[src/rtl/mux_vector_sequencer.sv]
// Exhaustive stimulus sequencer for a 2:1 gate-level mux (z = c ? b : a).
// Walks the eight {a,b,c} combinations. After each vector it waits SETTLE
// cycles, samples z_in, and keeps pass/fail statistics for the run.
//
// Ports:
//   clk, rst             - rising-edge clock, asynchronous active-high reset
//   start                - run request, sampled only while idle
//   z_in                 - mux output under test
//   a_out, b_out, c_out  - registered stimulus driven to the mux inputs
//   busy                 - high from start acceptance until the run ends
//   done                 - one-cycle pulse at the end of a run
//   pass_cnt, fail_cnt   - vectors passed / failed in the current or last run
//   fail_vec             - bit i set when vector i failed
//   all_pass             - last completed run had no failures
module mux_vector_sequencer #(
  parameter int unsigned SETTLE = 2
) (
  input  logic       clk,
  input  logic       rst,
  input  logic       start,
  input  logic       z_in,
  output logic       a_out,
  output logic       b_out,
  output logic       c_out,
  output logic       busy,
  output logic       done,
  output logic [3:0] pass_cnt,
  output logic [3:0] fail_cnt,
  output logic [7:0] fail_vec,
  output logic       all_pass
);

  localparam int unsigned IDX_W = 3;
  localparam int unsigned CNT_W = 4;

  typedef enum logic [2:0] {
    S_IDLE,
    S_DRIVE,
    S_SETTLE,
    S_CHECK,
    S_DONE
  } state_t;

  state_t             state, state_nxt;
  logic [IDX_W-1:0]   idx, idx_nxt;
  logic [CNT_W-1:0]   settle_cnt, settle_cnt_nxt;
  logic               a_nxt, b_nxt, c_nxt;
  logic               busy_nxt, done_nxt, all_pass_nxt;
  logic [CNT_W-1:0]   pass_nxt, fail_nxt;
  logic [7:0]         fail_vec_nxt;
  logic               expected_c;
  logic               hit_c;

  // Reference mux on the currently driven stimulus; === so X/Z on z_in fails.
  assign expected_c = c_out ? b_out : a_out;
  assign hit_c      = (z_in === expected_c);

  // State register
  always_ff @(posedge clk or posedge rst) begin
    if (rst) state <= S_IDLE;
    else     state <= state_nxt;
  end

  // Next-state logic
  always_comb begin
    state_nxt = state;
    unique case (state)
      S_IDLE:   if (start) state_nxt = S_DRIVE;
      S_DRIVE:  state_nxt = (SETTLE == 0) ? S_CHECK : S_SETTLE;
      S_SETTLE: if (settle_cnt == '0) state_nxt = S_CHECK;
      S_CHECK:  state_nxt = (idx == IDX_W'(7)) ? S_DONE : S_DRIVE;
      S_DONE:   state_nxt = S_IDLE;
      default:  state_nxt = S_IDLE;
    endcase
  end

  // Next values of the registered outputs and datapath
  always_comb begin
    idx_nxt        = idx;
    settle_cnt_nxt = settle_cnt;
    a_nxt          = a_out;
    b_nxt          = b_out;
    c_nxt          = c_out;
    busy_nxt       = busy;
    done_nxt       = 1'b0;
    pass_nxt       = pass_cnt;
    fail_nxt       = fail_cnt;
    fail_vec_nxt   = fail_vec;
    all_pass_nxt   = all_pass;
    unique case (state)
      S_IDLE: begin
        if (start) begin
          idx_nxt      = '0;
          {a_nxt, b_nxt, c_nxt} = 3'b000;
          busy_nxt     = 1'b1;
          pass_nxt     = '0;
          fail_nxt     = '0;
          fail_vec_nxt = '0;
          all_pass_nxt = 1'b0;
        end
      end
      S_DRIVE: begin
        // Down-counter expires on its last SETTLE cycle.
        if (SETTLE != 0) settle_cnt_nxt = CNT_W'(SETTLE - 1);
      end
      S_SETTLE: begin
        if (settle_cnt != '0) settle_cnt_nxt = settle_cnt - CNT_W'(1);
      end
      S_CHECK: begin
        if (hit_c) begin
          pass_nxt = pass_cnt + CNT_W'(1);
        end else begin
          fail_nxt          = fail_cnt + CNT_W'(1);
          fail_vec_nxt[idx] = 1'b1;
        end
        if (idx == IDX_W'(7)) begin
          // Verdict uses the count including this last vector.
          done_nxt     = 1'b1;
          busy_nxt     = 1'b0;
          all_pass_nxt = (fail_nxt == '0);
        end else begin
          idx_nxt = idx + IDX_W'(1);
          {a_nxt, b_nxt, c_nxt} = idx + IDX_W'(1);
        end
      end
      S_DONE: begin
        done_nxt = 1'b0;
      end
      default: ;
    endcase
  end

  // Datapath and output registers
  always_ff @(posedge clk or posedge rst) begin
    if (rst) begin
      idx        <= '0;
      settle_cnt <= '0;
      a_out      <= 1'b0;
      b_out      <= 1'b0;
      c_out      <= 1'b0;
      busy       <= 1'b0;
      done       <= 1'b0;
      pass_cnt   <= '0;
      fail_cnt   <= '0;
      fail_vec   <= '0;
      all_pass   <= 1'b0;
    end else begin
      idx        <= idx_nxt;
      settle_cnt <= settle_cnt_nxt;
      a_out      <= a_nxt;
      b_out      <= b_nxt;
      c_out      <= c_nxt;
      busy       <= busy_nxt;
      done       <= done_nxt;
      pass_cnt   <= pass_nxt;
      fail_cnt   <= fail_nxt;
      fail_vec   <= fail_vec_nxt;
      all_pass   <= all_pass_nxt;
    end
  end

endmodule

[config.mk]
export PLATFORM = sky130hd
export DESIGN_NAME = mux_vector_sequencer
export DESIGN_NICKNAME = d
export VERILOG_FILES = /design/src/rtl/mux_vector_sequencer.sv
export SDC_FILE = /design/constraint.sdc
export NUM_CORES = 1
export LEC_CHECK = 0
export ABC_AREA = 1
export CAP_MARGIN = 25
export CORE_MARGIN = 3
export CORE_UTILIZATION = 66
export DETAILED_ROUTE_END_ITERATION = 6
export DONT_BUFFER_PORTS = 1
export PLACE_DENSITY = 0.82
export SYNTH_ARGS = -nofsm -noshare
export SYNTH_HDL_FRONTEND = slang
export SYNTH_SLANG_ARGS = --single-unit
[constraint.sdc]
create_clock -name clk -period 2.5 [get_ports clk]
set_input_delay 0.25 -clock clk [delete_from_list [all_inputs] [get_ports clk]]
set_output_delay 0.25 -clock clk [all_outputs]
set_load 0.02 [all_outputs]
# After elaboration in Yosys (flattened, before gate mapping)
# Index checks and enable logic that the tools add are counted.
[word_totals]
register_bits = 32
output_inout_bits = 22
elab_cells = 80
[op_classes]
addsub = 4
magnitude_cmp = 2
eq_ne = 12
muxes = 35
n_bitwise = 1
n_reduce_logical = 14
[op_table]
columns = ["op", "count"]
rows = [
  ["$pmux W4 S2", 3],
  ["$mux W4", 5],
  ["$mux W8", 2],
  ["$pmux W8 S2", 1],
  ["$mux W3", 5],
  ["$ne A2 B2 Y1 const B", 7],
  ["$pmux W3 S4", 1],
  ["$reduce_and A3 Y1", 4],
  ["$mux W1", 11],
  ["$pmux W1 S2", 5],
  ["$add A4 B1 Y4 const B", 2],
  ["$logic_not A4 Y1", 2],
  ["$or A8 B8 Y8", 1],
  ["$eq A3 B2 Y1 const B", 2],
  ["$pmux W3 S2", 1],
  ["$reduce_and A2 Y1", 3],
  ["$lt A3 B4 Y1 const B", 1],
  ["$reduce_bool A2 Y1", 2],
  ["$reduce_bool A4 Y1", 1],
  ["$sub A4 B1 Y4 const B", 1],
  ["$add A3 B1 Y3 const B", 1],
  ["$demux W1 S3", 1],
  ["$eq A3 B1 Y1 const B", 1],
  ["$eq A3 B3 Y1 const B", 1],
  ["4 further kinds", 4],
]

# Longest topological paths before layout
# Gate-level depths: netlist of the first run.
[logic_depth]
ltp_word = 7
mapped_depth = 9
mapped_depth_nobuf = 9

# Worst setup path before layout of the first run
# No wires, ideal clock.
[synth_timing]
path_type = "register to register"
startpoint = "reg idx[0]"
endpoint = "reg all_pass"
setup_ns = 0.066
arrival_ns = 1.409
path_slack_ns = 1.026
stages_incl_launch_ff = 9
path_buffers = 0
synth_period_minus_slack_ns = 1.474
cell_sequence = "dfrtp_1 ha_1 ha_1 inv_1 nor2_1 inv_1 nor2_1 nand3_1 nand2_1"
[synth_via]
elab_chain_len = 3
[synth_rtl]
columns = ["element", "line_no", "rtl"]
rows = [
  ["start: declaration", "45", "logic [IDX_W-1:0] idx, idx_nxt;"],
  ["start signal: assignment", "148", "idx <= idx_nxt;"],
  ["$eq A3 B3 Y1", "116", "if (idx == IDX_W'(7)) begin"],
  ["$ne A2 B2 Y1 (no source line)", "n/a", ""],
  ["$reduce_and A3 Y1 (no source line)", "n/a", ""],
  ["end signal: assignment", "158", "all_pass <= all_pass_nxt;"],
  ["end: declaration", "30", "output logic all_pass"],
]
# No other way between the ends.
# A chain may end at the register's enable or synchronous reset.

# Worst setup path in the final report of the first run
[layout_timing]
startpoint = "reg state[2]"
endpoint = "reg fail_vec[7]"
[layout_via]
elab_chain_len = 3
word_cells_on_any_way = 7
classes_between = "3 x eq/ne; 1 x mux; 3 x reduce/logical"
[layout_rtl]
columns = ["element", "line_no", "rtl"]
rows = [
  ["start: declaration", "44", "state_t state, state_nxt;"],
  ["start signal: assignment", "61", "else state <= state_nxt;"],
  ["$eq A3 B2 Y1 or $logic_not A3 Y1 (tied branches)", "90", "unique case (state)"],
  ["$ne A2 B2 Y1 (no source line) or $reduce_bool A2 Y1 (tied branches)", "n/a", ""],
  ["$reduce_and A3 Y1 (no source line)", "n/a", ""],
  ["end signal: assignment", "157", "fail_vec <= fail_vec_nxt;"],
  ["end: declaration", "29", "output logic [7:0] fail_vec,"],
]
# Parallel ways exist; a longest one is shown, timed or not.

==> results_dict.tcl, run 1 <==
set metrics [dict create \
    status "complete, no violations" \
    chipHeight_um 54.9 \
    h-tree-depth 2 \
    yosysSeqAreaShare_pct 45.9 \
    insertion_delay_ns 0.33 \
    fillers 180 \
    hold_start "start" \
    grt_pass1_vias 1189 \
    cts_setup_buffers 0 \
    p_sw_uw 828 \
    worst_setup_path_end_kind "register" \
    reg2reg_depth 7 \
    fmax_ghz 0.549 \
    hold_violations 0 \
    setup_slack_ns 0.678 \
    core_um2 2230 \
    critPathMaxFanout 16 \
    swShare_pct 46.3 \
    final_area_um2 1680 \
    clock_power_share_pct 18.4 \
    grt_max_degree 30 \
    io_buffer_count 0 \
    synth_seq_cells 29 \
    cts_root_buf "clkbuf_4" \
    period_needed_ns 1.82 \
    ir_worst_vdd_mv 0.813 \
    rsz0062_at_grt "false" \
    vias_per_cell 5.73 \
    rows 17 \
    instances_no_fill 223 \
    crit_required_ns 2.76 \
    cts_resized 0 \
    rrSetupSlack_ns 0.68 \
    cts.sinks 29 \
    hold_path.class "in2reg" \
    antenna_cells 0 \
    num_io_pins 26 \
    hold_path_end "state[0]" \
    drt_pre_antenna_iters 4 \
    drive_above_1_share_pct 14.4 \
    cp.arrival_ns 2.08 \
    hold_path_depth 2 \
    maxSlewHeadroom_pct 68.3 \
    area_growth_pct 6.18 \
    combPwrFrac_pct 38.1 \
    postRouteAntennaNets 0 \
    p_int_uw 960 \
    final-setup-viol-count 0 \
    die_w_um 54.9 \
    yosys_warnings 0 \
    drc 0 \
    r2r-start "state[2]" \
    totalWireLength_um 3010 \
    fin_tns_setup_ns 0 \
    dp_cells 214 \
    leakagePower_nw 0.836 \
    cts_tree "yes" \
    cap_violations 0 \
    antenna_found_initial 0 \
    syn_inst 189 \
    place_congestion 0.805 \
    num-nets-final 204 \
    overflow 0 \
    cts_buffers 5 \
    path_clk_slew_ns 0.10 \
    drv_slew 0 \
    place_area_um2 1600 \
    cp-start-kind "register" \
    grtUsageTotal_pct 24.5 \
    layout.area.seq_um2 726 \
    timing.rr.end "fail_vec[7]" \
    hpwl_um 2250 \
    fin_skew_ns 0.00786 \
    fin_crit_sh_pct 72.9 \
    grt_pass1_wl_um 5200 \
    syn_area_um2 1580 \
    vias 1278 \
    pwr_density_cell_nw_per_um2 1070 \
    ys_types 23 \
    crit_type "reg2reg" \
    power_frac_seq_pct 43.4 \
    dieArea_um2 3020 \
    clock_path_buffers 2 \
    first_iter_violations 19 \
    avgSynthCellArea_um2 8.36 \
    worst_slew_pin_slew_ns 0.475 \
    initial_core_util_pct 70.8 \
    dpl_worst_slack_ns 0.668 \
    multi_input_area_um2 758 \
    avgRoutedWirePerCell_um 13.5 \
    synth_nets 199 \
]
[flip-flops by register name, indices dropped and copies added (netlist names)]
signal and count:
fail_cnt 4, busy 1, state 3, fail_vec 8, settle_cnt 4, done 1, all_pass 1, pass_cnt 4
b_out 1, idx 2
[what timing repair did]
item                                    in CTS  in global routing
hold endpoints to repair                    29                  0
endpoints found under the setup margin       0                  0
hold buffers                                 1                  0
[area by class of cell]
type / count / area share, %
clock buffer: 7 / 3.88
clock inverter: 1 / 0.298
inverter: 19 / 4.25
multi-input combinational: 137 / 45.2
sequential: 29 / 43.3
tap: 28 / 2.09
timing repair buffer: 2 / 1.04
[cell usage in the layout, fill, tap and decap left out, drive strengths merged]
cell         instances
a21boi               1
a21oi                6
buf                  1
clkbuf               7
clkinv               1
dfrtp               29
dlygate4sd3          1
ha                   6
inv                 19
nand2               45
nand3               30
nand4                1
nor2                15
nor3                 4
o21a                 1
o21ai               23
o22ai                1
or2                  2
xor2                 2
[metal layers]
metal  up-vias  wire, um  track usage (%)
met4         0        39             6.07
li1        636         -                -
met2        40      1590             39.0
met3         4       177             10.7
met1       598      1210             30.7
met5         -         0                0
[synth_stat cells]
cell type	number	area (um2)
buf_6	1	11.3
nand2_1	40	150
nand2_2	4	25.0
o21ai_0	15	75.1
nand4_1	1	6.26
nand3_4	3	52.6
nand3_1	27	135
dfrtp_1	29	726
o22ai_1	1	6.26
o21ai_2	8	70.1
nor2_1	15	56.3
xor2_1	2	17.5
or2_2	2	12.5
clkbuf_1	1	3.75
nand2_4	1	11.3
buf_2	2	10.0
ha_1	6	75.1
o21a_1	1	7.51
nor3_1	4	20.0
a21boi_0	1	7.51
a21oi_1	6	30.0
inv_1	18	67.6
inv_2	1	3.75
[worst max path at each step]
stage                     slack (ns)          end     start
after floorplan                 1.03     all_pass    idx[0]
after global placement          0.77  fail_vec[3]  state[2]
after detailed placement        0.67  fail_vec[0]  state[2]
after CTS                       0.65  fail_vec[0]  state[2]
after global routing            0.41  fail_vec[2]  state[2]
final                           0.68  fail_vec[7]  state[2]
[power groups by stage]
stage / Clock [mW] / Combinational [mW] / Sequential, mW
after floorplan: 0 / 0.596 / 0.754
after global placement: 0 / 0.653 / 0.783
after detailed placement: 0 / 0.686 / 0.788
after CTS: 0.339 / 0.692 / 0.777
after global routing: 0.363 / 0.801 / 0.797
final: 0.330 / 0.682 / 0.776
[worst max-delay path, cell delays in order (launching register included)]
cell	delay (ns)
dfrtp_1	0.41
inv_1	0.08
nand3_1	0.24
inv_1	0.46
nand3_4	0.17
nand2_4	0.22
nand2_1	0.09
o21ai_2	0.06
[per-stage QoR]
stage                     hold WS, ns  utilization [%]  power, mW
final                           0.133             75.1       1.79
after global routing            0.155             75.1       1.96
after CTS                       0.127             75.1       1.81
after detailed placement        0.231             71.5       1.47
after global placement          0.223             71.5       1.44
after floorplan                 0.328                -       1.35
[kinds of logic after synthesis]
logic type	count (synthesis)	share of synthesized area [%]
compound gates	32	12.4
xor+xnor	2	1.11
fa+ha+maj	6	4.75
buf+inv	23	6.10
flops	29	45.9
simple gates	97	29.7
No activity file was read; power rests on OpenSTA's default activity.
==> run 2: changes to the inputs <==
Settings changed: CORE_UTILIZATION 66 to 62, PLACE_DENSITY 0.82 to 0.78.
Clock period 2.5 ns to 1.75 ns, I/O delays scaled along.
==> run 2 against run 1 <==
Fmax up 16%. Sequential cell count unchanged. Largest cell class unchanged. Final area up 5.1%. Clock skew up 0.00074 ns. Non-clock buffer count up 7. Register-to-register slack worse by 0.51 ns. Combinational power up 66%. Wire length up 8.2%. Clock power up 110%. Critical endpoint is now idx[2]. Clock-buffer cell count down 2. Via count up 2.0%. Critical path type unchanged.
==> results_dict.tcl, run 2 (synthesis results as in run 1) <==
set metrics [dict create \
    overflow 0 \
    cp-start-kind "register" \
    antenna_cells 0 \
    drive_above_1_share_pct 17.3 \
    grtUsageTotal_pct 23.3 \
    grt_pass1_wl_um 5870 \
    cts_buffers 5 \
    fin_skew_ns 0.00860 \
    period_needed_ns 1.58 \
    initial_core_util_pct 68.2 \
    totalWireLength_um 3260 \
    num_io_pins 26 \
    dpl_worst_slack_ns 0.203 \
    swShare_pct 42.7 \
    rsz0062_at_grt "false" \
    slowest_delay_ns 0.45 \
    cts_tree "yes" \
    drv_slew 0 \
    final-setup-viol-count 0 \
    avgRoutedWirePerCell_um 14.2 \
    crit_top_cell "ha_1" \
    grt_pass1_vias 1366 \
    worst_setup_path_end_kind "register" \
    critPathMaxFanout 6 \
    p_total_mw 2.87 \
    dieArea_um2 3190 \
    timing.hold.ws_ns 0.0531 \
    fmax_ghz 0.634 \
    chipHeight_um 56.5 \
    cap_violations 0 \
    final_area_um2 1760 \
    place_area_um2 1650 \
    crit_type "reg2reg" \
    hpwl_um 2360 \
    fin_crit_sh_pct 90.1 \
    postRouteAntennaNets 0 \
    holdBufCountCts 1 \
    p_sw_mw 1.23 \
    dp_cells 221 \
    drc 0 \
    instances_no_fill 230 \
    maxSlewHeadroom_pct 73.7 \
    crit_family "flip-flops" \
    setup_slack_ns 0.173 \
    pwr_density_cell_nw_per_um2 1630 \
    die_w_um 56.5 \
    mostFrequentLayoutCells "40 x nand2_1, 29 x dfrtp_1, 27 x nand3_1" \
    worst_slew_pin_slew_ns 0.392 \
    crit_required_ns 1.95 \
    first_iter_violations 55 \
    cp_slowest_cell "dfrtp_1" \
    power_frac_seq_pct 36.6 \
    h-tree-depth 2 \
    ir_worst_vdd_mv 1.19 \
    cts_root_buf "clkbuf_4" \
    path_cells "ha_1 > ha_1 > inv_1 > nor2_1 > a21oi_1 > o21ai_0" \
    io_buffer_count 0 \
    place_congestion 0.788 \
    status "complete, no violations" \
    insertion_delay_ns 0.33 \
    antenna_found_initial 0 \
    fin_tns_setup_ns 0 \
    path_clk_slew_ns 0.10 \
    combPwrFrac_pct 39.3 \
    vias 1303 \
    layout.cells.most_common "nand2_1" \
    cts_resized 0 \
    drt_pre_antenna_iters 4 \
    rows 17 \
    clock_path_buffers 2 \
    area_growth_pct 11.6 \
    hold_violations 0 \
    path_buf_inv 1 \
    vias_per_cell 5.67 \
    clock_power_share_pct 24.0 \
    core_um2 2320 \
    num-nets-final 211 \
    hold_path.class "in2reg" \
    p_int_mw 1.64 \
    grt_max_degree 30 \
    cts_setup_buffers 0 \
    fin_util_pct 76.0 \
    cp.arrival_ns 1.78 \
    leakagePower_nw 0.885 \
    largest_register "fail_vec" \
    cts.sinks 29 \
    largest_reg_flops 8 \
]
-- run 2: changes by cell type in the layout (fill, tap and decap cells not counted), sizes merged --
cell / before / now
bufinv: 0 / 2
clkbuf: 7 / 5
buf: 1 / 8
-- run 2: cell type report --
type	count	area, um2
Clock buffer	5	37.5
Clock inverter	3	65.1
Fill cell	167	556
Inverter	19	71.3
Multi-Input combinational cell	137	758
Sequential cell	29	726
Tap cell	28	35.0
Timing Repair Buffer	9	70.1
-- run 2: path summary, 6_finish.rpt --
| kind | from | depth (start not counted) | end | slack, ns |
|---|---|---|---|---|
| setup / recovery | idx[0] | 6 | idx[2] | 0.17 |
| hold / removal | start | 2 | state[0] | 0.05 |
| setup reg to reg | idx[0] | 6 | idx[2] | 0.17 |
| hold reg to reg | settle_cnt[3] | 1 | settle_cnt[3] | 0.52 |
| max in group asynchronous | rst | 3 | state[2] | 1.12 |
| min in group asynchronous | rst | 3 | pass_cnt[0] | 0.35 |
-- run 2: power groups by stage --
stage               clock network (mW)  logic [mW]  registers [mW]
floorplan                            0       0.851            1.08
global placement                     0        1.07            1.06
detailed placement                   0        1.12            1.06
CTS                              0.704        1.13            1.05
global route                     0.731        1.29            1.07
finish                           0.690        1.13            1.05
-- run 2: metal layers --
layer | global-route usage, % | up-vias | share of wire (%)
li1 | - | 649 | -
met1 | 25.7 | 605 | 42
met2 | 41.7 | 44 | 49
met3 | 5.75 | 5 | 6.8
met4 | 10.5 | 0 | 1.7
met5 | 0 | - | 0
